==> config.mk <==
export PLATFORM = sky130hd
export DESIGN_NAME = trav_arb
export DESIGN_NICKNAME = d
export VERILOG_FILES = /design/src/rtl/trav_arb.sv
export SDC_FILE = /design/constraint.sdc
export NUM_CORES = 1
export LEC_CHECK = 0
export ABC_AREA = 0
export CAP_MARGIN = 20
export CORE_UTILIZATION = 25
export DETAILED_ROUTE_END_ITERATION = 7
export REMOVE_ABC_BUFFERS = 1
export SETUP_SLACK_MARGIN = 0.3
export SLEW_MARGIN = 10
export SYNTH_ARGS = -nofsm -noshare
export SYNTH_HDL_FRONTEND = slang
export SYNTH_SLANG_ARGS = --single-unit
export TNS_END_PERCENT = 20
==> constraint.sdc <==
create_clock -name clk -period 3.2 [get_ports clk]
set_input_delay 0.48 -clock clk [delete_from_list [all_inputs] [get_ports clk]]
set_output_delay 0.48 -clock clk [all_outputs]
set_load 0.1 [all_outputs]
==> src/rtl/trav_arb.sv <==
// Traversal arbiter: three buffered request ports feed one registered output stage.
// Ports 0/1 (in-flight rays) share round-robin priority; port 2 (new rays) only when both are idle.
package trav_arb_pkg;
    typedef logic [31:0] tarb_t_t;
endpackage

module trav_arb #(
    parameter int FIFO_DEPTH = 2,
    parameter int DATA_W     = $bits(trav_arb_pkg::tarb_t_t)
) (
    input  logic              clk,
    input  logic              rst,
    input  logic              ss_to_tarb_valid0,
    input  logic [DATA_W-1:0] ss_to_tarb_data0,
    output logic              ss_to_tarb_stall0,
    input  logic              ss_to_tarb_valid1,
    input  logic [DATA_W-1:0] ss_to_tarb_data1,
    output logic              ss_to_tarb_stall1,
    input  logic              raystore_to_tarb_valid,
    input  logic [DATA_W-1:0] raystore_to_tarb_data,
    output logic              raystore_to_tarb_stall,
    output logic              tarb_to_trav_valid,
    output logic [DATA_W-1:0] tarb_to_trav_data,
    output logic [1:0]        tarb_to_trav_src,
    input  logic              tarb_to_trav_stall
);
    localparam int NP = 3;
    localparam int AW = $clog2(FIFO_DEPTH);
    localparam logic [AW:0] FULL_CNT = (AW+1)'(FIFO_DEPTH);

    logic [NP-1:0]     in_valid_s;
    logic [DATA_W-1:0] in_data_s [NP];
    logic [NP-1:0]     push_s;
    logic [NP-1:0]     pop_s;
    logic [NP-1:0]     ne_s;
    logic [DATA_W-1:0] head_s [NP];

    logic [DATA_W-1:0] mem_q  [NP][FIFO_DEPTH];
    logic [AW-1:0]     wptr_q [NP];
    logic [AW-1:0]     rptr_q [NP];
    logic [AW:0]       cnt_q  [NP];
    logic [AW:0]       cnt_d  [NP];
    logic [NP-1:0]     full_q;

    logic              out_valid_q;
    logic [DATA_W-1:0] out_data_q;
    logic [1:0]        out_src_q;
    logic              rr_q;

    logic              load_s;
    logic              grant_vld_s;
    logic [1:0]        grant_s;
    logic [DATA_W-1:0] grant_data_s;

    assign in_valid_s   = {raystore_to_tarb_valid, ss_to_tarb_valid1, ss_to_tarb_valid0};
    assign in_data_s[0] = ss_to_tarb_data0;
    assign in_data_s[1] = ss_to_tarb_data1;
    assign in_data_s[2] = raystore_to_tarb_data;

    // Stall is a registered full flag, so acceptance never depends on the sender's valid.
    assign push_s = in_valid_s & ~full_q;
    assign load_s = ~out_valid_q | ~tarb_to_trav_stall;

    // Per-FIFO occupancy, emptiness and head-of-queue decode.
    always_comb begin
        for (int p = 0; p < NP; p++) begin
            cnt_d[p]  = cnt_q[p] + (AW+1)'(push_s[p]) - (AW+1)'(pop_s[p]);
            ne_s[p]   = (cnt_q[p] != '0);
            head_s[p] = mem_q[p][rptr_q[p]];
        end
    end

    // Grant selection: ports 0/1 round-robin on rr_q, port 2 only when both are empty.
    always_comb begin
        grant_vld_s = 1'b0;
        grant_s     = 2'd0;
        if (ne_s[0] && ne_s[1]) begin
            grant_vld_s = 1'b1;
            grant_s     = rr_q ? 2'd1 : 2'd0;
        end else if (ne_s[0]) begin
            grant_vld_s = 1'b1;
            grant_s     = 2'd0;
        end else if (ne_s[1]) begin
            grant_vld_s = 1'b1;
            grant_s     = 2'd1;
        end else if (ne_s[2]) begin
            grant_vld_s = 1'b1;
            grant_s     = 2'd2;
        end else begin
            grant_vld_s = 1'b0;
            grant_s     = 2'd0;
        end
    end

    // Pop the granted FIFO and select its head for the output stage.
    always_comb begin
        pop_s        = 3'b000;
        grant_data_s = head_s[0];
        case (grant_s)
            2'd0:    grant_data_s = head_s[0];
            2'd1:    grant_data_s = head_s[1];
            2'd2:    grant_data_s = head_s[2];
            default: grant_data_s = head_s[0];
        endcase
        if (load_s && grant_vld_s) begin
            case (grant_s)
                2'd0:    pop_s = 3'b001;
                2'd1:    pop_s = 3'b010;
                2'd2:    pop_s = 3'b100;
                default: pop_s = 3'b000;
            endcase
        end else begin
            pop_s = 3'b000;
        end
    end

    // FIFO storage; contents are don't-care after reset so no reset is applied.
    always_ff @(posedge clk) begin
        for (int p = 0; p < NP; p++) begin
            if (push_s[p]) begin
                mem_q[p][wptr_q[p]] <= in_data_s[p];
            end
        end
    end

    // FIFO pointers, occupancy and full flags.
    always_ff @(posedge clk or negedge rst) begin
        if (!rst) begin
            for (int p = 0; p < NP; p++) begin
                wptr_q[p] <= '0;
                rptr_q[p] <= '0;
                cnt_q[p]  <= '0;
            end
            full_q <= 3'b000;
        end else begin
            for (int p = 0; p < NP; p++) begin
                if (push_s[p]) begin
                    wptr_q[p] <= wptr_q[p] + AW'(1'b1);
                end
                if (pop_s[p]) begin
                    rptr_q[p] <= rptr_q[p] + AW'(1'b1);
                end
                cnt_q[p]  <= cnt_d[p];
                full_q[p] <= (cnt_d[p] == FULL_CNT);
            end
        end
    end

    // Output register and round-robin pointer; a grant to port 2 leaves rr untouched.
    always_ff @(posedge clk or negedge rst) begin
        if (!rst) begin
            out_valid_q <= 1'b0;
            out_data_q  <= '0;
            out_src_q   <= 2'd0;
            rr_q        <= 1'b0;
        end else if (load_s) begin
            out_valid_q <= grant_vld_s;
            if (grant_vld_s) begin
                out_data_q <= grant_data_s;
                out_src_q  <= grant_s;
                if (grant_s == 2'd0) begin
                    rr_q <= 1'b1;
                end else if (grant_s == 2'd1) begin
                    rr_q <= 1'b0;
                end
            end
        end
    end

    assign ss_to_tarb_stall0      = full_q[0];
    assign ss_to_tarb_stall1      = full_q[1];
    assign raystore_to_tarb_stall = full_q[2];
    assign tarb_to_trav_valid     = out_valid_q;
    assign tarb_to_trav_data      = out_data_q;
    assign tarb_to_trav_src       = out_src_q;
endmodule
==> results.md, run 1 <==
- Area of the multi-input gates: 2380 sq um
- Layout cell share with drive strength beyond 1: between 20% and 30%
- Status: completed
- DRC Markers: 0
- Drt first-iter violations: 236
- Hold Path Class: input port to async pin
- Clock network fraction of total power: 23.5%
- Switching pwr: roughly 0.0054 W
- Setup bufs post-CTS: 0
- Worst r2r dst: full_q[1]
- Final setup fails: 0
- CTS H-tree lvls: 1
- Post-Synthesis Cells: 539
- Period utilisation layout: roughly 87%
- Worst IR drop on VDD: 0.000567 V
- Mapped cell area: around 9600 sq um
- Reg power frac: between 30 and 40%
- Clock Sinks: 243
- Total wire length: 25100 um
- YS warnings: 0
- First-pass GRT wire length: 36400 um
- Mean Syn Cell Area: roughly 18 sq um
- Number of unique standard cell types used by synthesis: 30
- Startpoint types: register
- Cell area power density: 1070 nW/um^2
- Largest family of logic cells by synthesized area: multiplexers
- Max-Cap Viols: 0
- Int Power: 0.00807 W
- Crit path max-delay family: simple AND/OR/NAND/NOR gates
- Design Area, Final: 12600 sq um
- Fin crit period: between 2 and 3 ns
- Post-Synth Simple-Gate Area: ~1.2%
- Sequential area share after synthesis: 73.2%
- Worst EP required: around 3.7 ns
- Clk buf depth: 3
- Sum Neg Setup Slack: 0 ns
- Total track usage: 12.7%
- Initial antenna violation count: 0
- Crit path kind: register to register
- Crit path max fanout: 14
- Core area: roughly 38000 sq um
- Slowest CP cell: or4_4
- Initial Utilization: 25.5%
- Post-cts sizing count: 0
- Mux share of post-synthesis cell area: 11.3%
- WP buf/inv: 2
- Rows: 71
- Synth async-reset ratio: between 20% and 30%
- Cell leakage power: 4.35 nW
- Slew Limit Headroom: 35.3%
- CTS Hold Buffers Added: 0
- Input/output buffers: about 140
- Post-Synth Adder-Cell Area: 1.17%
- Routability congestion estimate: 0.712
- Yosys reg bits: 243
- Most common cell after layout, fill and taps aside: edfxtp_1
- Max incr delay on CP: 0.68 ns
- Critical Path, Cell by Cell: or4_4 > nand2b_1 > ha_2 > o211ai_2 > inv_1 > ha_1 > inv_1 > ha_1 > xnor2_1 > xnor2_1 > nor2b_1
- Sequential Area: slightly above 7000 sq um
- Final max-slew violation count: 0
- Pin count of the biggest net entering global routing: 52
- CTS tree: yes
- Die width: 198 um
- Synth Area in Compound Gates: 9.41%
- Net Sw Frac: 40.2%
- Most frequent cells in the layout: 192 x edfxtp_1, 103 x clkdlybuf4s50_1, 97 x mux2_2
- CTS root buf: clkbuf_16
- Fmax: approximately 0.36 GHz
- Via count: 5392
- GRT overflow: 0
- Io pins: 140
- Vias in the first global route: 5763
- Synth Flop Type: edfxtp_1
- Antenna Cells: 0
- Final Net Count: 798
- Worst r2r src: cnt_q[5]
- Comb power frac: roughly 40%
- Post-Synth XOR/XNOR Area: between 1 and 1.5%
- Flop2flop setup slack: 0.42 ns
- CP arrival: about 3.2 ns
- EDFF count, synth: about 190
- Die area: between 30000 and 40000 sq um
- Clock latency on the worst-skew pair: ~0.53 ns
- Post-DR vias/cell: 4.42
- Routed Antenna Nets: 0
- Skew final: 0.00537 ns
- R2R cell count: 11
- Slew @ Worst Pin: 0.967 ns
- Worst Setup End Kind: register
- Clock slew at reported path FFs: approximately 0.060 ns
- CTS buffer count: 28
- Post-DP HPWL: 16200 um
- Pre-Repair DR Iteration Count: 5
- Area Growth Syn to Fin: 30.7%
- RSZ-0062 raised after global routing: false
- Cell Area, Placed: 11600 sq um
- Routed len/inst: 20.6 um
- Die height: 198 um
- Final Hold Fails: 0
- Fill cells: 3649
[worst max path at each step]
stage / startpoint / depth (start not counted) / to / slack [ns]
6_report: cnt_q[5] / 11 / full_q[1] / 0.42
5_1_grt: cnt_q[5] / 11 / full_q[1] / 0.30
4_1_cts: cnt_q[3] / 11 / full_q[1] / 0.40
3_5_place_dp: cnt_q[3] / 11 / full_q[1] / 0.45
3_3_place_gp: cnt_q[3] / 11 / full_q[1] / 0.49
2_1_floorplan: tarb_to_trav_valid / 8 / full_q[2] / 0.02
[power groups by stage]
stage	sequential [W]	clock [W]	combinational, W
floorplan	0.00640	0	0.00215
global placement	0.00496	0	0.00541
detailed placement	0.00498	0	0.00547
CTS	0.00493	0.00326	0.00548
global route	0.00500	0.00337	0.00575
finish	0.00490	0.00318	0.00542
[metal layers]
metal,vias to the layer above,wire (um),GRT usage [%]
li1,2473,-,-
met3,36,978,2.08
met5,-,0,0
met4,0,542,3.19
met2,138,12200,21.7
met1,2745,11400,16.7
[synthesized netlist by cell type, types with 2 or more instances]
| cell | number | area [sq um] |
|---|---|---|
| nor2b_1 | 3 | 18.8 |
| edfxtp_1 | 192 | 5770 |
| a221oi_1 | 32 | 280 |
| buf_2 | 7 | 35.0 |
| and2_1 | 3 | 18.8 |
| buf_6 | 3 | 33.8 |
| nor2_1 | 5 | 18.8 |
| o211ai_2 | 2 | 25.0 |
| inv_1 | 14 | 52.6 |
| dfrtp_1 | 51 | 1280 |
| nand2_1 | 2 | 7.51 |
| xnor2_1 | 11 | 96.3 |
| o2bb2ai_1 | 32 | 280 |
| buf_4 | 3 | 22.5 |
| ha_1 | 9 | 113 |
| mux2_2 | 97 | 1090 |
| buf_1 | 2 | 7.51 |
| nand2b_1 | 4 | 25.0 |
| clkbuf_1 | 25 | 93.8 |
| o221ai_1 | 32 | 280 |
[through the flow]
stage	setup slack, ns	hold WS [ns]	power, W	util, %	cells
after floorplan	0.0231	0.184	0.00856	-	498
after global placement	0.487	0.476	0.0104	30.8	1165
after detailed placement	0.448	0.478	0.0105	30.8	1165
after CTS	0.405	0.0267	0.0137	33.3	1217
after global routing	0.296	0.0620	0.0141	33.3	1220
final	0.420	0.0178	0.0135	33.3	1220
[cell type report]
type	count	share of cell area [%]
Sequential cell	243	56.0
Multi-Input combinational cell	241	18.9
Timing Repair Buffer	159	12.3
Clock buffer	42	6.24
Tap cell	511	5.08
Clock inverter	10	1.03
Inverter	14	0.418
[cells by family after synthesis]
logic type / after synthesis
AO/OA/AOI/OAI: 103
XOR/XNOR: 12
adder cells (fa/ha/maj): 9
buffers and inverters: 55
flip-flops: 243
multiplexers: 97
AND/OR/NAND/NOR: 20
[worst register-to-register path, stage by stage, from the launching register on]
cell      delay (ns)
dfrtp_1         0.40
or4_4           0.68
nand2b_1        0.24
ha_2            0.22
o211ai_2        0.09
inv_1           0.07
ha_1            0.28
inv_1           0.04
ha_1            0.18
xnor2_1         0.18
xnor2_1         0.15
nor2b_1         0.18
[registers in the layout (all words and copies together) (netlist names)]
register,count
tarb_to_trav_src,2
rr_q,1
wptr_q,3
mem_q,192
rptr_q,3
cnt_q,6
tarb_to_trav_data,32
tarb_to_trav_valid,1
full_q,3
(Power assumes the default switching activity.)
==> run 2, diff against run 1 <==
--- a/config.mk
+++ b/config.mk
@@ -6,12 +6,13 @@
 export NUM_CORES = 1
 export LEC_CHECK = 0
 export ABC_AREA = 0
+export ABC_CLOCK_PERIOD_IN_PS = 3200
 export CAP_MARGIN = 20
 export CORE_UTILIZATION = 25
 export DETAILED_ROUTE_END_ITERATION = 7
 export REMOVE_ABC_BUFFERS = 1
 export SETUP_SLACK_MARGIN = 0.3
-export SLEW_MARGIN = 10
+export SLEW_MARGIN = 20
 export SYNTH_ARGS = -nofsm -noshare
 export SYNTH_HDL_FRONTEND = slang
 export SYNTH_SLANG_ARGS = --single-unit
==> results of run 2 <==
The final DEF is identical to that of run 1; final timing and power are the same.
==> run 3, diff against run 2 <==
--- a/config.mk
+++ b/config.mk
@@ -9,10 +9,10 @@
 export ABC_CLOCK_PERIOD_IN_PS = 3200
 export CAP_MARGIN = 20
 export CORE_UTILIZATION = 25
+export CTS_CLUSTER_SIZE = 40
 export DETAILED_ROUTE_END_ITERATION = 7
 export REMOVE_ABC_BUFFERS = 1
 export SETUP_SLACK_MARGIN = 0.3
-export SLEW_MARGIN = 20
 export SYNTH_ARGS = -nofsm -noshare
 export SYNTH_HDL_FRONTEND = slang
 export SYNTH_SLANG_ARGS = --single-unit
==> results.md, run 3 (synthesis results as in run 1) <==
- Clock Sinks: 243
- Routability congestion estimate: 0.712
- Post-cts sizing count: 0
- Total track usage: 12.7%
- CTS tree: yes
- Slew Limit Headroom: 35.3%
- R2R cell count: 11
- RSZ-0062 raised after global routing: false
- Worst IR drop on VDD: 0.000565 V
- First-pass GRT wire length: around 36000 um
- Worst EP required: 3.66 ns
- Post-route setup slack: about 0.43 ns
- CTS H-tree lvls: 1
- Most frequent cells in the layout: 192 x edfxtp_1, 103 x clkdlybuf4s50_1, 97 x mux2_2
- Sum Neg Setup Slack: 0 ns
- Int Power: 0.00807 W
- Period utilisation layout: 86.7%
- Worst Setup End Kind: register
- Initial Utilization: 25.5%
- Startpoint types: register
- CTS root buf: clkbuf_16
- CTS Hold Buffers Added: 0
- Clock network fraction of total power: 23.6%
- Final hold slack: 0.0134 ns
- Placed cell count: 1165
- Clock slew at reported path FFs: roughly 0.060 ns
- Status: completed
- Worst r2r dst: full_q[1]
- Fin crit period: roughly 2.8 ns
- Reg power frac: 36.3%
- Crit path kind: register to register
- Rows: 71
- Largest register FFs: 192
- Post-place setup slack: 0.448 ns
- Routed len/inst: slightly above 20 um
- GRT overflow: 0
- CP arrival: 3.23 ns
- Flop2flop setup slack: 0.43 ns
- Comb power frac: 40.1%
- Total wire length: 25200 um
- Final Net Count: around 800
- Fin cells: 1220
- Final Hold Fails: 0
- DRC Markers: 0
- Hold Path Class: input port to async pin
- Vias in the first global route: ~5.8k
- Via count: 5387
- Worst r2r src: cnt_q[5]
- Io pins: 140
- Max-Cap Viols: 0
- Skew final: 0.00696 ns
- Post-DP HPWL: 16200 um
- Setup bufs post-CTS: 0
- Crit path max fanout: 14
- Initial antenna violation count: 0
- Pre-Repair DR Iteration Count: 4
- Clk buf depth: 3
- Routed Antenna Nets: 0
- Antenna Cells: 0
- Pin count of the biggest net entering global routing: between 50 and 60
- Post-DR vias/cell: between 4 and 5
- Input/output buffers: 139
- Most common cell after layout, fill and taps aside: edfxtp_1
- Core area: 37800 sq um
- Drt first-iter violations: about 290
- Final max-slew violation count: 0
- Die area: approximately 39000 sq um
- Final setup fails: 0
- Area Growth Syn to Fin: 30.7%
- Die width: 198 um
- Slew @ Worst Pin: 0.967 ns
- Switching pwr: approximately 0.0054 W
- Cell area power density: between 1000 and 1500 nW/um^2
- Net Sw Frac: 40.2%
- Cell leakage power: between 4 and 5 nW
- Clock latency on the worst-skew pair: between 0.5 and 0.6 ns
- Die height: just under 200 um
- Layout cell share with drive strength beyond 1: 29.9%
- CTS buffer count: 28
- Fmax: between 0.3 and 0.4 GHz
[run 3: how the worst max path moves through the flow]
| stage | startpoint | to | slack (ns) | cells after the start |
|---|---|---|---|---|
| detailed placement | cnt_q[3] | full_q[1] | 0.45 | 11 |
| floorplan | tarb_to_trav_valid | full_q[2] | 0.02 | 8 |
| finish | cnt_q[5] | full_q[1] | 0.43 | 11 |
| global route | cnt_q[5] | full_q[1] | 0.30 | 11 |
| CTS | cnt_q[3] | full_q[1] | 0.40 | 11 |
| global placement | cnt_q[3] | full_q[1] | 0.49 | 11 |
[run 3: final cells by class]
type	count	area (sq um)
clock inverter	10	130
multi-input combinational	241	2380
inverter	14	52.6
tap	511	639
fill	3648	25200
clock buffer	42	785
timing repair buffer	159	1550
sequential	243	7050
[run 3: per-stage QoR]
stage / utilization (%) / total power [W] / cell area [sq um]
floorplan: - / 0.00856 / 9430
global placement: 30.8 / 0.0104 / 11600
detailed placement: 30.8 / 0.0105 / 11600
CTS: 33.3 / 0.0137 / 12600
global route: 33.3 / 0.0141 / 12600
finish: 33.3 / 0.0135 / 12600
[run 3: critical path: stages (launching register included)]
cell and delay, ns:
dfrtp_1 0.40, or4_4 0.67, nand2b_1 0.24, ha_2 0.22, o211ai_2 0.09, inv_1 0.07
ha_1 0.28, inv_1 0.04, ha_1 0.17, xnor2_1 0.18, xnor2_1 0.16, nor2b_1 0.18
[run 3: routing by layer]
metal | global-route usage [%] | wire length [um] | vias to the layer above
met1 | 16.7 | 11300 | 2741
met4 | 3.07 | 475 | 0
met3 | 2.15 | 1090 | 32
met2 | 21.7 | 12300 | 137
met5 | 0 | 0 | -
li1 | - | - | 2477
[run 3: power by group through the flow]
stage	Sequential (W)	Clock [W]	Combinational, W
final	0.00490	0.00318	0.00541
after global routing	0.00500	0.00337	0.00575
after CTS	0.00493	0.00326	0.00548
after detailed placement	0.00498	0	0.00547
after global placement	0.00496	0	0.00541
after floorplan	0.00640	0	0.00215
